## src/rtl/button_event_scheduler.sv

```systemverilog
// Turns debounced button levels into PRESS/RELEASE/LONG/REPEAT events and arbitrates them
// round-robin onto a single valid/ready event port, with an ms timebase for hold timing.
module button_event_scheduler #(
  parameter int unsigned N_BUTTONS     = 4,
  parameter int unsigned CLK_FREQ      = 50_000_000,
  parameter int unsigned LONG_PRESS_MS = 1000,
  parameter int unsigned REPEAT_MS     = 200,
  localparam int unsigned ID_W         = (N_BUTTONS > 1) ? $clog2(N_BUTTONS) : 1
) (
  input  logic                 clk,
  input  logic                 rst,
  input  logic [N_BUTTONS-1:0] btn_level,
  input  logic                 enable,
  output logic                 evt_valid,
  input  logic                 evt_ready,
  output logic [ID_W-1:0]      evt_id,
  output logic [1:0]           evt_type,
  output logic                 overflow
);

  localparam int unsigned TickDiv = (CLK_FREQ / 1000 > 1) ? CLK_FREQ / 1000 : 1;
  localparam int unsigned PreW    = (TickDiv > 1) ? $clog2(TickDiv) : 1;
  localparam int unsigned CntMax  = (LONG_PRESS_MS > REPEAT_MS) ? LONG_PRESS_MS : REPEAT_MS;
  localparam int unsigned CntW    = $clog2(CntMax + 1);

  localparam logic [1:0] StIdle    = 2'd0;
  localparam logic [1:0] StPressed = 2'd1;
  localparam logic [1:0] StHeld    = 2'd2;

  localparam logic [1:0] EvPress   = 2'b00;
  localparam logic [1:0] EvRelease = 2'b01;
  localparam logic [1:0] EvLong    = 2'b10;
  localparam logic [1:0] EvRepeat  = 2'b11;

  logic [PreW-1:0]      pre_q;
  logic                 ms_tick;
  logic [N_BUTTONS-1:0] lvl_q, prev_q, rise;
  logic [1:0]           st_q [N_BUTTONS];
  logic [1:0]           st_d [N_BUTTONS];
  logic [CntW-1:0]      cnt_q [N_BUTTONS];
  logic [CntW-1:0]      cnt_d [N_BUTTONS];
  logic [CntW-1:0]      cnt_inc [N_BUTTONS];
  logic [N_BUTTONS-1:0] post_v;
  logic [1:0]           post_t [N_BUTTONS];
  logic [N_BUTTONS-1:0] slot_v_q, slot_v_d, drain;
  logic [1:0]           slot_t_q [N_BUTTONS];
  logic [1:0]           slot_t_d [N_BUTTONS];
  logic                 ovf_q, ovf_d;
  logic                 evt_valid_q, load, found;
  logic [ID_W-1:0]      evt_id_q, rr_q, rr_next, win_id;
  logic [1:0]           evt_type_q, win_type;
  int unsigned          win_idx;

  assign ms_tick = (pre_q == PreW'(TickDiv - 1));
  // Level is registered once more so a rise sampled at edge t posts its slot at t+1.
  assign rise    = lvl_q & ~prev_q;
  assign load    = ~evt_valid_q | evt_ready;

  always_comb begin
    for (int unsigned i = 0; i < N_BUTTONS; i++) begin
      st_d[i]    = st_q[i];
      cnt_d[i]   = cnt_q[i];
      post_v[i]  = 1'b0;
      post_t[i]  = EvPress;
      cnt_inc[i] = (cnt_q[i] == CntW'(CntMax)) ? cnt_q[i] : cnt_q[i] + CntW'(1);
      if (!enable) begin
        st_d[i]  = StIdle;
        cnt_d[i] = '0;
      end else begin
        case (st_q[i])
          StIdle: begin
            if (rise[i]) begin
              st_d[i]   = StPressed;
              cnt_d[i]  = '0;
              post_v[i] = 1'b1;
              post_t[i] = EvPress;
            end
          end
          StPressed, StHeld: begin
            if (!lvl_q[i]) begin
              st_d[i]   = StIdle;
              cnt_d[i]  = '0;
              post_v[i] = 1'b1;
              post_t[i] = EvRelease;
            end else if (ms_tick) begin
              if ((st_q[i] == StPressed) && (cnt_inc[i] >= CntW'(LONG_PRESS_MS))) begin
                st_d[i]   = StHeld;
                cnt_d[i]  = '0;
                post_v[i] = 1'b1;
                post_t[i] = EvLong;
              end else if ((st_q[i] == StHeld) && (cnt_inc[i] >= CntW'(REPEAT_MS))) begin
                cnt_d[i]  = '0;
                post_v[i] = 1'b1;
                post_t[i] = EvRepeat;
              end else begin
                cnt_d[i] = cnt_inc[i];
              end
            end
          end
          default: begin
            st_d[i]  = StIdle;
            cnt_d[i] = '0;
          end
        endcase
      end
    end
  end

  // Round-robin search: first valid slot at or after rr_q, wrapping.
  always_comb begin
    found    = 1'b0;
    win_idx  = 0;
    win_type = EvPress;
    for (int unsigned k = 0; k < N_BUTTONS; k++) begin
      for (int unsigned i = 0; i < N_BUTTONS; i++) begin
        if (!found && slot_v_q[i] && (i == (32'(rr_q) + k) % N_BUTTONS)) begin
          found    = 1'b1;
          win_idx  = i;
          win_type = slot_t_q[i];
        end
      end
    end
    win_id  = ID_W'(win_idx);
    rr_next = (win_idx + 1 == N_BUTTONS) ? '0 : ID_W'(win_idx + 1);
  end

  always_comb begin
    ovf_d = ovf_q;
    for (int unsigned i = 0; i < N_BUTTONS; i++) begin
      drain[i]    = load & found & (win_idx == i);
      slot_v_d[i] = slot_v_q[i] & ~drain[i];
      slot_t_d[i] = slot_t_q[i];
      if (post_v[i]) begin
        if (!slot_v_q[i] || drain[i]) begin
          slot_v_d[i] = 1'b1;
          slot_t_d[i] = post_t[i];
        end else begin
          ovf_d = 1'b1;
        end
      end
    end
  end

  always_ff @(posedge clk) begin
    if (rst) begin
      pre_q       <= '0;
      lvl_q       <= '0;
      prev_q      <= '0;
      slot_v_q    <= '0;
      ovf_q       <= 1'b0;
      evt_valid_q <= 1'b0;
      evt_id_q    <= '0;
      evt_type_q  <= '0;
      rr_q        <= '0;
      for (int unsigned i = 0; i < N_BUTTONS; i++) begin
        st_q[i]     <= StIdle;
        cnt_q[i]    <= '0;
        slot_t_q[i] <= '0;
      end
    end else begin
      pre_q    <= ms_tick ? '0 : pre_q + PreW'(1);
      lvl_q    <= btn_level;
      prev_q   <= lvl_q;
      slot_v_q <= slot_v_d;
      ovf_q    <= ovf_d;
      for (int unsigned i = 0; i < N_BUTTONS; i++) begin
        st_q[i]     <= st_d[i];
        cnt_q[i]    <= cnt_d[i];
        slot_t_q[i] <= slot_t_d[i];
      end
      if (load) begin
        evt_valid_q <= found;
        if (found) begin
          evt_id_q   <= win_id;
          evt_type_q <= win_type;
          rr_q       <= rr_next;
        end
      end
    end
  end

  assign evt_valid = evt_valid_q;
  assign evt_id    = evt_id_q;
  assign evt_type  = evt_type_q;
  assign overflow  = ovf_q;

endmodule
```

## config.mk

```make
export PLATFORM = sky130hd
export DESIGN_NAME = button_event_scheduler
export DESIGN_NICKNAME = d
export VERILOG_FILES = /design/src/rtl/button_event_scheduler.sv
export SDC_FILE = /design/constraint.sdc
export NUM_CORES = 1
export LEC_CHECK = 0
export CAP_MARGIN = 20
export CORE_ASPECT_RATIO = 0.8
export CORE_MARGIN = 5
export CORE_UTILIZATION = 40
export DETAILED_ROUTE_END_ITERATION = 10
export MAX_ROUTING_LAYER = met4
export PLACE_DENSITY = 0.61
export SETUP_SLACK_MARGIN = 0.5
export SLEW_MARGIN = 20
export SYNTH_ARGS = -nofsm -noshare
export SYNTH_HDL_FRONTEND = slang
export SYNTH_SLANG_ARGS = --single-unit
```

## constraint.sdc

```tcl
create_clock -name clk -period 2.63 [get_ports clk]
set_input_delay 0.6575 -clock clk [delete_from_list [all_inputs] [get_ports clk]]
set_output_delay 0.6575 -clock clk [all_outputs]
set_load 0.05 [all_outputs]
```

Word level (Yosys, flattened, before mapping)
Memory sizes are Yosys's and may differ from the RTL's.
Cells that the tools add are included.
{ "word_totals": {"register_bits": 36, "ramBits": 56, "inputBits": 8, "word_cells": 359, "memories": 3} }
{ "classes": {"addsub": 9, "n_lt_le_gt_ge": 8, "eq_ne": 29, "muxes": 195, "n_bitwise": 29, "n_reduce_logical": 77} }
{ "memory_table": {"columns": ["name", "depth", "width", "rd", "rd_ports_with_merged_regs", "wr", "line", "source"], "rows": [
  ["cnt_q", 4, 10, 4, 0, 4, "40", "logic [CntW-1:0] cnt_q [N_BUTTONS];"],
  ["slot_t_q", 4, 2, 4, 0, 4, "46", "logic [1:0] slot_t_q [N_BUTTONS];"],
  ["st_q", 4, 2, 4, 0, 4, "38", "logic [1:0] st_q [N_BUTTONS];"]
]} }
{ "op_table": {"columns": ["operator", "n"], "rows": [
  ["2-to-1 mux 32 bit", 14],
  ["2-to-1 mux 10 bit", 32],
  ["zero test 32 bit", 5],
  ["2-to-1 mux 2 bit", 77],
  ["one-hot mux 10 bit (2 select lines)", 4],
  ["equality test 32 x 2 -> 1 bit (second input constant)", 2],
  ["2-to-1 mux 1 bit", 60],
  ["adder 10 x 1 -> 10 bit (second input constant)", 4],
  ["equality test 10 bit (second input constant)", 4],
  ["greater-or-equal comparator 10 bit (second input constant)", 4],
  ["greater-or-equal comparator 10 x 8 -> 1 bit (second input constant)", 4],
  ["logical AND 1 bit", 39],
  ["adder 32 x 1 -> 32 bit (second input constant)", 1],
  ["equality test 32 x 1 -> 1 bit (second input constant)", 1],
  ["equality test 32 x 3 -> 1 bit (second input constant)", 1],
  ["zero test 1 bit", 19],
  ["adder 16 x 1 -> 16 bit (second input constant)", 1],
  ["equality test 16 bit (second input constant)", 1],
  ["equality test 2 bit (first input constant)", 8],
  ["one-hot mux 2 bit (2 select lines)", 4],
  ["OR 1 bit", 13],
  ["OR reduction 2 bit", 5],
  ["bitwise AND 1 bit", 9],
  ["equality test 1 x 2 -> 1 bit (first input constant)", 4],
  ["other kinds (11)", 31]
]} }

Longest topological paths before layout
Gate-level depths: netlist of run 1.
{ "logic_depth": {"ltp_word": 74, "mapped_depth": 13, "mapped_depth_nobuf": 12} }

Least setup slack after synthesis of run 1
No wires, ideal clock.
{ "synth_path": {"kind": "reg2reg", "start": "memory cnt_q[3][0] in the netlist's numbering", "end": "memory st_q[3][1]", "t_arrival_ps": 2388, "required_time_ps": 2515, "slack_ps": 127, "path_stages_with_launch": 9, "n_path_buf": 0, "synth_period_minus_slack_ps": 2503, "path_cell_list": "dfxtp_1 -> ha_1 -> or3b_1 -> o32a_1 -> o22a_2 -> or4_4 -> a31oi_2 -> o32ai_1 -> and2_1"} }
{ "synth_rtl": {"columns": ["item", "line"], "rows": [
  ["start, declared", "40"],
  ["end, declared", "38"]
]} }

==> flow_metrics.env, run 1 <==
export IMPL_worst_path_max_delay_cell="o41ai_4"
export IMPL_synth_fp_nets=831
export IMPL_vias_per_cell=5.86
export IMPL_seqPwrFrac=0.442
export IMPL_clkLatencyLatePin_ns=0.35
export IMPL_start_kind="register"
export IMPL_run_status="complete, no violations"
export IMPL_synth_ff_type="dfxtp_1"
export IMPL_grt_pass1_wl_um=30800
export IMPL_swShare=0.280
export IMPL_holdBufCountCts=0
export IMPL_crit_required_ns=2.85
export IMPL_coreArea_mm2=0.0151
export IMPL_ys_types=81
export IMPL_cp_arrival_ns=2.81
export IMPL_wl_per_cell_um=16.9
export IMPL_row_count=40
export IMPL_path_buf_inv=2
export IMPL_place_gp_congestion=0.890
export IMPL_p_comb_frac=0.144
export IMPL_place_area_mm2=0.00698
export IMPL_antenna_found_initial=0
export IMPL_die_x_um=149
export IMPL_async_flop_share=0
export IMPL_first_iter_violations=456
export IMPL_crit_family="compound AO/OA/AOI/OAI gates"
export IMPL_p_per_area_mw_per_mm2=363
export IMPL_num_io_pins=14
export IMPL_path_class="register to register"
export IMPL_timing_critical_path_mode_cell="buf_4"
export IMPL_clk_pin_slew_ns=0.07
export IMPL_synth_avg_cell_area_um2=7.75
export IMPL_dpl_hpwl_um=12000
export IMPL_pwr_share_clk=0.413
export IMPL_finClkSkew_ns=0.0118
export IMPL_cts_tree="yes"
export IMPL_num_antenna_cells=0
export IMPL_cpPeakStageDelay_ns=0.44
export IMPL_worst_ir_drop_vdd_uv=304
export IMPL_start_util=0.409
export IMPL_vias=6601
export IMPL_crit_chain="ha_4 -> or3b_1 -> o32a_1 -> o22a_4 -> o41ai_4 -> buf_4 -> a211oi_4 -> buf_4 -> a41oi_2 -> a311oi_1"
export IMPL_first_pass_iters=5
export IMPL_drv_slew=0
export IMPL_crit_path_end_kind="register"
export IMPL_numCtsBuffers=9
export IMPL_num_nets_final=948
export IMPL_drive_gt1_frac=0.380
export IMPL_htree_num_levels=3
export IMPL_utilization=0.601
export IMPL_grt_use_total=0.211
export IMPL_total_power_uw=3290
export IMPL_multiInputGateArea_mm2=0.00502
export IMPL_drtAntennaViolNets=0
export IMPL_regArea_mm2=0.00194
export IMPL_grt_max_degree=40
export IMPL_numClockSinks=92
export IMPL_final_common_cell="buf_4"
export IMPL_path_max_fanout=7
export IMPL_timing_fmax_ghz=0.386
export IMPL_overflow=0
export IMPL_setup_violations=0
export IMPL_power_static_leakage_uw=0.00328
export IMPL_die_area_mm2=0.0180
export IMPL_tightest_slew_ns=0.633
export IMPL_hold_viol_final=0
export IMPL_power_internal_uw=2370
export IMPL_fill_cells=1241
export IMPL_io_buffers=13
export IMPL_drc=0
export IMPL_synth_yosys_seq_area_share=0.299
export IMPL_worstHoldPathType="register to register"
export IMPL_syn_inst=794
export IMPL_design_area_mm2=0.00906
export IMPL_cts_root_buffer="clkbuf_16"
export IMPL_regToRegSetupSlack_ns=0.04
export IMPL_syn2layout_area_growth_pct=47.2
export IMPL_switchingPower_uw=921
export IMPL_grt_pass1_vias=6295
export IMPL_ys_seq_elements=92
export IMPL_die_height_um=121
export IMPL_netlist_area_mm2=0.00616
export IMPL_rsz0062_at_grt="true"
export IMPL_cap_violations=0
export IMPL_fin_crit_sh=0.985
export IMPL_ctsLongestPathBuffers=2
export IMPL_yosys_warnings=0
export IMPL_layout_cells_most_common_list="109 x buf_4, 73 x nand2_1, 66 x nor2_1, 56 x dfxtp_1, 44 x inv_1"
export IMPL_routed_wl_um=19100
export IMPL_max_slew_margin_rel=0.575
export IMPL_synth_edf_count=0
export IMPL_timing_final_crit_period_ns=2.59
final timing paths:
check / startpoint / endpoint / cells after the start
min: pre_q[0] / pre_q[0] / 1
max: cnt_q[3][1] / cnt_q[3][3] / 10
max reg2reg: cnt_q[3][1] / cnt_q[3][3] / 10
min reg2reg: pre_q[0] / pre_q[0] / 1
sequential cells by signal, summed over array words and instances, names as in the netlist:
register,flops
cnt_q,40
slot_v_q,4
slot_t_q,8
overflow,1
rr_q,2
evt_id,2
evt_type,2
pre_q,16
lvl_q,4
prev_q,4
evt_valid,1
st_q,8
synth_stat cells, drive strengths merged, types with 4 or more instances:
cell	number	area share
dfxtp	92	0.30
nand2	76	0.046
nor2	72	0.044
a21oi	50	0.041
inv	44	0.027
o21ai	41	0.035
nand4	33	0.035
nand3	32	0.028
ha	29	0.059
clkbuf	28	0.017
buf	22	0.020
a31oi	19	0.021
nor3	19	0.015
and3	15	0.015
o21a	12	0.015
a311oi	11	0.016
and4	10	0.014
nor2b	10	0.010
a211oi	9	0.013
nand2b	9	0.0091
nor4	9	0.0091
o211ai	9	0.011
xnor2	9	0.013
xor2	9	0.013
mux2i	8	0.013
o2111ai	8	0.011
a21o	7	0.0085
nor3b	7	0.0085
o41ai	7	0.011
or3	7	0.0071
a22oi	6	0.0073
o22ai	6	0.0061
nand4b	5	0.0071
o22a	5	0.0073
a221oi	4	0.0067
a32oi	4	0.0057
and2	4	0.0041
nand3b	4	0.0049
layer usage:
metal | part of all wire | track usage | up-vias
met2 | 0.47 | 0.324 | 172
met5 | 0 | - | -
met4 | 0.019 | 0.0623 | 0
met3 | 0.044 | 0.0441 | 34
li1 | - | - | 3188
met1 | 0.47 | 0.280 | 3207
layout make-up:
cell class,count,share of cell area
clock buffers,10,0.0264
inverters,44,0.0182
repair buffers,155,0.151
well taps,210,0.0290
clock inverters,6,0.00760
flip-flops and latches,92,0.214
multi-input cells,609,0.554
logic make-up after synthesis:
kind of cell / Yosys count / share of synthesized area
adders and majority gates: 29 / 0.0589
buffers and inverters: 94 / 0.0636
AOI/OAI and AO/OA: 227 / 0.259
and+or+nand+nor: 326 / 0.280
muxes: 8 / 0.0130
xor gates and xnor gates: 18 / 0.0256
DFF: 92 / 0.299
power by group through the flow:
stage | combinational, uW | sequential, uW | clock [uW]
after floorplan | 262 | 1520 | 0
after global placement | 399 | 1500 | 0
after detailed placement | 404 | 1500 | 0
after CTS | 419 | 1460 | 1400
after global routing | 515 | 1460 | 1460
final | 475 | 1460 | 1360
repair_timing:
item | in CTS | in global routing
setup buffers | 57 | 36
gates resized for setup | 169 | 76
endpoints found under the setup margin | 65 | 58
gates cloned | 3 | 0
pin swaps | 76 | 53
metrics by stage:
stage | TNS, ns | hold slack (ns) | setup WS, ns | cells
6_report | 0 | 0.445 | 0.0399 | 1126
5_1_grt | -0.0196 | 0.452 | -0.0196 | 1126
4_1_cts | 0 | 0.425 | 0.216 | 1090
3_5_place_dp | -0.148 | 0.441 | -0.0839 | 1014
3_3_place_gp | 0 | 0.427 | 0.0175 | 1014
2_1_floorplan | 0 | 0.418 | 0.399 | 794
Note: power is estimated with default switching activity, not from simulation.
==> inputs of run 2 (changes only) <==
--- a/config.mk
+++ b/config.mk
@@ -14,2 +14,3 @@
 export PLACE_DENSITY = 0.61
+export RECOVER_POWER = 100
 export SETUP_SLACK_MARGIN = 0.5
--- a/constraint.sdc
+++ b/constraint.sdc
@@ -3,2 +3,2 @@
 set_output_delay 0.6575 -clock clk [all_outputs]
-set_load 0.05 [all_outputs]
+set_load 0.005 [all_outputs]
==> flow_metrics.env, run 2 (synthesis results as in run 1) <==
export IMPL_run_status="complete, no violations"
export IMPL_num_antenna_cells=0
export IMPL_grt_pass1_vias=6295
export IMPL_vias_per_cell=5.90
export IMPL_reg2reg_to="cnt_q[3][3]"
export IMPL_worstHoldPathType="register to register"
export IMPL_drv_slew=0
export IMPL_timing_fmax_ghz=0.386
export IMPL_regToRegSetupSlack_ns=0.04
export IMPL_layout_cells_most_common_list="105 x buf_4, 73 x nand2_1, 66 x nor2_1, 56 x dfxtp_1, 44 x inv_1"
export IMPL_largest_register_ffs=40
export IMPL_max_slew_margin_rel=0.396
export IMPL_place_gp_congestion=0.890
export IMPL_antenna_found_initial=0
export IMPL_drc=0
export IMPL_fin_setup_tns_ns=0
export IMPL_numCtsBuffers=9
export IMPL_io_buffers=13
export IMPL_hold_depth=1
export IMPL_crit_required_ns=2.85
export IMPL_ctsLongestPathBuffers=2
export IMPL_grt_use_total=0.211
export IMPL_routed_wl_um=19100
export IMPL_tightest_slew_ns=0.905
export IMPL_setup_ws_ns=0.0389
export IMPL_htree_num_levels=3
export IMPL_timing_critical_path_mode_cell="buf_4"
export IMPL_design_area_mm2=0.00898
export IMPL_start_util=0.409
export IMPL_holdBufCountCts=0
export IMPL_cap_violations=0
export IMPL_coreArea_mm2=0.0151
export IMPL_reg2reg_depth=10
export IMPL_drive_gt1_frac=0.370
export IMPL_regMostFlops="cnt_q"
export IMPL_place_area_mm2=0.00698
export IMPL_utilization=0.596
export IMPL_wl_per_cell_um=16.9
export IMPL_fill_cells=1251
export IMPL_fin_crit_sh=0.985
export IMPL_final_common_cell="buf_4"
export IMPL_cts_root_buffer="clkbuf_16"
export IMPL_hold_path_end="pre_q[0]"
export IMPL_drtAntennaViolNets=0
export IMPL_die_height_um=121
export IMPL_dpl_hpwl_um=12000
export IMPL_syn2layout_area_growth_pct=45.9
export IMPL_grt_pass1_wl_um=30800
export IMPL_crit_path_end_kind="register"
export IMPL_first_iter_violations=552
export IMPL_timing_final_crit_period_ns=2.59
export IMPL_grt_max_degree=40
export IMPL_dp_slack_ns=-0.0839
export IMPL_path_class="register to register"
export IMPL_worst_ir_drop_vdd_uv=302
export IMPL_finClkSkew_ns=0.0119
export IMPL_p_per_area_mw_per_mm2=362
export IMPL_crit_family="compound AO/OA/AOI/OAI gates"
export IMPL_row_count=40
export IMPL_crit_chain="ha_4 -> or3b_1 -> o32a_1 -> o22a_4 -> o41ai_4 -> buf_4 -> a211oi_4 -> buf_4 -> a41oi_2 -> a311oi_1"
export IMPL_cpPeakStageDelay_ns=0.44
export IMPL_numClockSinks=92
export IMPL_clk_pin_slew_ns=0.07
export IMPL_clkLatencyLatePin_ns=0.35
export IMPL_die_area_mm2=0.0180
export IMPL_r2r_start="cnt_q[3][1]"
export IMPL_die_x_um=149
export IMPL_hold_viol_final=0
export IMPL_num_nets_final=948
export IMPL_overflow=0
export IMPL_worst_path_max_delay_cell="o41ai_4"
export IMPL_hold_start="pre_q[0]"
export IMPL_path_max_fanout=7
export IMPL_setup_violations=0
export IMPL_first_pass_iters=5
export IMPL_path_buf_inv=2
export IMPL_rsz0062_at_grt="true"
export IMPL_start_kind="register"
export IMPL_cts_tree="yes"
export IMPL_cp_arrival_ns=2.81
export IMPL_num_io_pins=14
export IMPL_vias=6642
export IMPL_reg_largest_list="cnt_q x40, pre_q x16"
export IMPL_power_static_leakage_uw=0.00321
-- run 2: per-layer routing --
metal	wire length, um	vias to the layer above	share of wire	track usage
li1	-	3194	-	-
met1	8940	3229	0.47	0.280
met2	8910	184	0.47	0.324
met3	885	35	0.046	0.0441
met4	331	0	0.017	0.0623
met5	0	-	0	-
-- run 2: cell type report --
type | count | area [um^2] | area share
Multi-Input combinational cell | 609 | 4970 | 0.553
Inverter | 44 | 165 | 0.0184
Timing Repair Buffer | 155 | 1350 | 0.150
Clock inverter | 6 | 68.8 | 0.00766
Tap cell | 210 | 263 | 0.0292
Clock buffer | 10 | 239 | 0.0266
Sequential cell | 92 | 1940 | 0.216
-- run 2: worst reg2reg max path, cell delays in order (launching register included) --
cell and delay, ns:
dfxtp_4 0.37, ha_4 0.19, or3b_1 0.37, o32a_1 0.18
o22a_4 0.28, o41ai_4 0.44, buf_4 0.22, a211oi_4 0.07
buf_4 0.18, a41oi_2 0.11, a311oi_1 0.06
-- run 2: worst max-delay path by stage --
stage | startpoint | to | cells after the start | slack, ns
final | cnt_q[3][1] | cnt_q[3][3] | 10 | 0.04
after CTS | cnt_q[3][3] | cnt_q[3][5] | 9 | 0.22
after detailed placement | enable | slot_t_q[3][0] | 7 | -0.08
after floorplan | cnt_q[3][0] | st_q[3][0] | 8 | 0.40
after global routing | cnt_q[3][3] | st_q[3][0] | 9 | -0.02
after global placement | cnt_q[3][0] | cnt_q[3][5] | 8 | 0.02
-- run 2: power breakdown --
part	switching (uW)	leakage, uW	total [uW]	internal, uW
clock	588	0.000150	1360	772
sequential	45.0	0.000769	1460	1410
combinational	251	0.00229	438	187
total	885	0.00321	3250	2370
-- run 2: repair_timing --
item	CTS	global route
buffers inserted	57	36
gates resized for setup	163	76
pin swaps	76	53
endpoints found under the setup margin	59	58
cloned	3	0
endpoints found under the hold margin	0	0
-- run 2: stage by stage --
step / power, uW / hold slack (ns) / std cells
final: 3250 / 0.445 / 1126
after detailed placement: 1870 / 0.441 / 1014
after global placement: 1860 / 0.427 / 1014
after CTS: 3240 / 0.425 / 1090
after global routing: 3400 / 0.452 / 1126
after floorplan: 1740 / 0.418 / 794
==> inputs of run 3 (changes only) <==
- MAX_ROUTING_LAYER: met4 -> not set
==> flow_metrics.env, run 3 (synthesis results as in run 1) <==
export IMPL_num_io_pins=14
export IMPL_finClkSkew_ns=0.0106
export IMPL_setup_violations=0
export IMPL_reg2reg_depth=10
export IMPL_multiInputGateArea_mm2=0.00483
export IMPL_cpPeakStageDelay_ns=0.38
export IMPL_clkLatencyLatePin_ns=0.36
export IMPL_hold_start="evt_id[0]"
export IMPL_crit_chain="ha_4 -> nand3_4 -> buf_4 -> a21oi_1 -> o22a_1 -> o21ai_4 -> buf_4 -> a21o_4 -> or3_4 -> a311oi_2"
export IMPL_syn2layout_area_growth_pct=42.6
export IMPL_dpl_hpwl_um=12000
export IMPL_clk_pin_slew_ns=0.08
export IMPL_setup_ws_ns=0.125
export IMPL_drtAntennaViolNets=0
export IMPL_run_status="complete, no violations"
export IMPL_crit_required_ns=2.88
export IMPL_antenna_found_initial=0
export IMPL_fin_crit_sh=0.953
export IMPL_path_depth=10
export IMPL_hold_depth=2
export IMPL_largest_register_ffs=40
export IMPL_grt_pass1_vias=6382
export IMPL_die_area_mm2=0.0180
export IMPL_timing_final_crit_period_ns=2.51
export IMPL_fill_cells=1273
export IMPL_r2r_start="cnt_q[3][0]"
export IMPL_final_common_cell="buf_4"
export IMPL_overflow=0
export IMPL_layout_cells_most_common_list="97 x buf_4, 75 x nand2_1, 70 x nor2_1, 56 x dfxtp_1, 44 x inv_1"
export IMPL_vias_per_cell=5.93
export IMPL_worst_path_max_delay_cell="dfxtp_4"
export IMPL_grt_max_degree=40
export IMPL_wl_per_cell_um=17.3
export IMPL_power_static_leakage_uw=0.00316
export IMPL_num_antenna_cells=0
export IMPL_timing_fmax_ghz=0.399
export IMPL_die_height_um=121
export IMPL_htree_num_levels=3
export IMPL_start_kind="register"
export IMPL_vias=6620
export IMPL_regArea_mm2=0.00193
export IMPL_worst_ir_drop_vdd_uv=298
export IMPL_reg_largest_list="cnt_q x40, pre_q x16"
export IMPL_num_nets_final=939
export IMPL_crit_family="compound AO/OA/AOI/OAI gates"
export IMPL_path_buf_inv=2
export IMPL_dp_slack_ns=-0.0789
export IMPL_timing_critical_path_mode_cell="buf_4"
export IMPL_routed_wl_um=19300
export IMPL_max_slew_margin_rel=0.451
export IMPL_cap_violations=0
export IMPL_die_x_um=149
export IMPL_worstHoldPathType="register to register"
export IMPL_tightest_slew_ns=0.823
export IMPL_top_usage_layer="met2"
export IMPL_hold_viol_final=0
export IMPL_numClockSinks=92
export IMPL_crit_start="cnt_q[3][0]"
export IMPL_p_per_area_mw_per_mm2=381
export IMPL_row_count=40
export IMPL_cts_root_buffer="clkbuf_16"
export IMPL_io_buffers=13
export IMPL_cp_arrival_ns=2.76
export IMPL_cts_tree="yes"
export IMPL_first_iter_violations=447
export IMPL_grt_pass1_wl_um=31100
export IMPL_crit_path_end_kind="register"
export IMPL_path_class="register to register"
export IMPL_drc=0
export IMPL_regMostFlops="cnt_q"
export IMPL_place_gp_congestion=0.865
export IMPL_holdBufCountCts=0
export IMPL_ctsLongestPathBuffers=2
export IMPL_numCtsBuffers=9
export IMPL_first_pass_iters=5
export IMPL_drive_gt1_frac=0.331
export IMPL_use_met1=0.279
export IMPL_rsz0062_at_grt="true"
export IMPL_path_max_fanout=5
export IMPL_grtUsageMet3=0.0403
export IMPL_holdWs_ns=0.490
export IMPL_coreArea_mm2=0.0151
export IMPL_met2_usage=0.336
export IMPL_start_util=0.409
export IMPL_drv_slew=0
export IMPL_grt_use_total=0.207
[run 3: cell type report]
cell class                      count  area share
Clock buffer                        9      0.0257
Tap cell                          210      0.0299
Timing Repair Buffer              146       0.144
Sequential cell                    92       0.220
Clock inverter                      7      0.0117
Multi-Input combinational cell    609       0.550
Inverter                           44      0.0188
[run 3: through the flow]
step | TNS, ns | std cells | total power [uW] | instance area [um^2] | util
finish | 0 | 1117 | 3350 | 8780 | 0.583
global route | 0 | 1117 | 3480 | 8780 | 0.583
CTS | 0 | 1087 | 3360 | 8380 | 0.556
detailed placement | -0.250 | 1013 | 1870 | 6970 | 0.463
global placement | 0 | 1013 | 1860 | 6970 | 0.463
floorplan | 0 | 794 | 1740 | 6470 | -
[run 3: final timing paths]
| check | slack, ns | endpoint |
|---|---|---|
| max reg2reg | 0.12 | cnt_q[3][0] |
| max | 0.12 | cnt_q[3][0] |
| min reg2reg | 0.49 | evt_id[0] |
| min | 0.49 | evt_id[0] |
[run 3: what timing repair did]
| action | in CTS | in global routing |
|---|---|---|
| resized for setup | 143 | 60 |
| buffers inserted | 56 | 29 |
| endpoints found under the setup margin | 60 | 55 |
| pin swaps | 62 | 55 |
| gates cloned | 2 | 1 |
[run 3: worst register-to-register path, cell delays in order (launching register included)]
cell and delay [ns]:
dfxtp_4 0.38, ha_4 0.18, nand3_4 0.11, buf_4 0.16, a21oi_1 0.12, o22a_1 0.36, o21ai_4 0.08, buf_4 0.17
a21o_4 0.24, or3_4 0.37, a311oi_2 0.23
[run 3: power breakdown]
part	internal [uW]	leakage (uW)	switching (uW)
sequential	1410	0.000768	44.9
combinational	164	0.00224	243
clock	848	0.000157	633
total	2420	0.00316	922
[run 3: layer usage]
metal  share of wire  wire length (um)
met5               0                 0
met4           0.019               372
met3           0.044               859
met2            0.48              9210
met1            0.46              8890
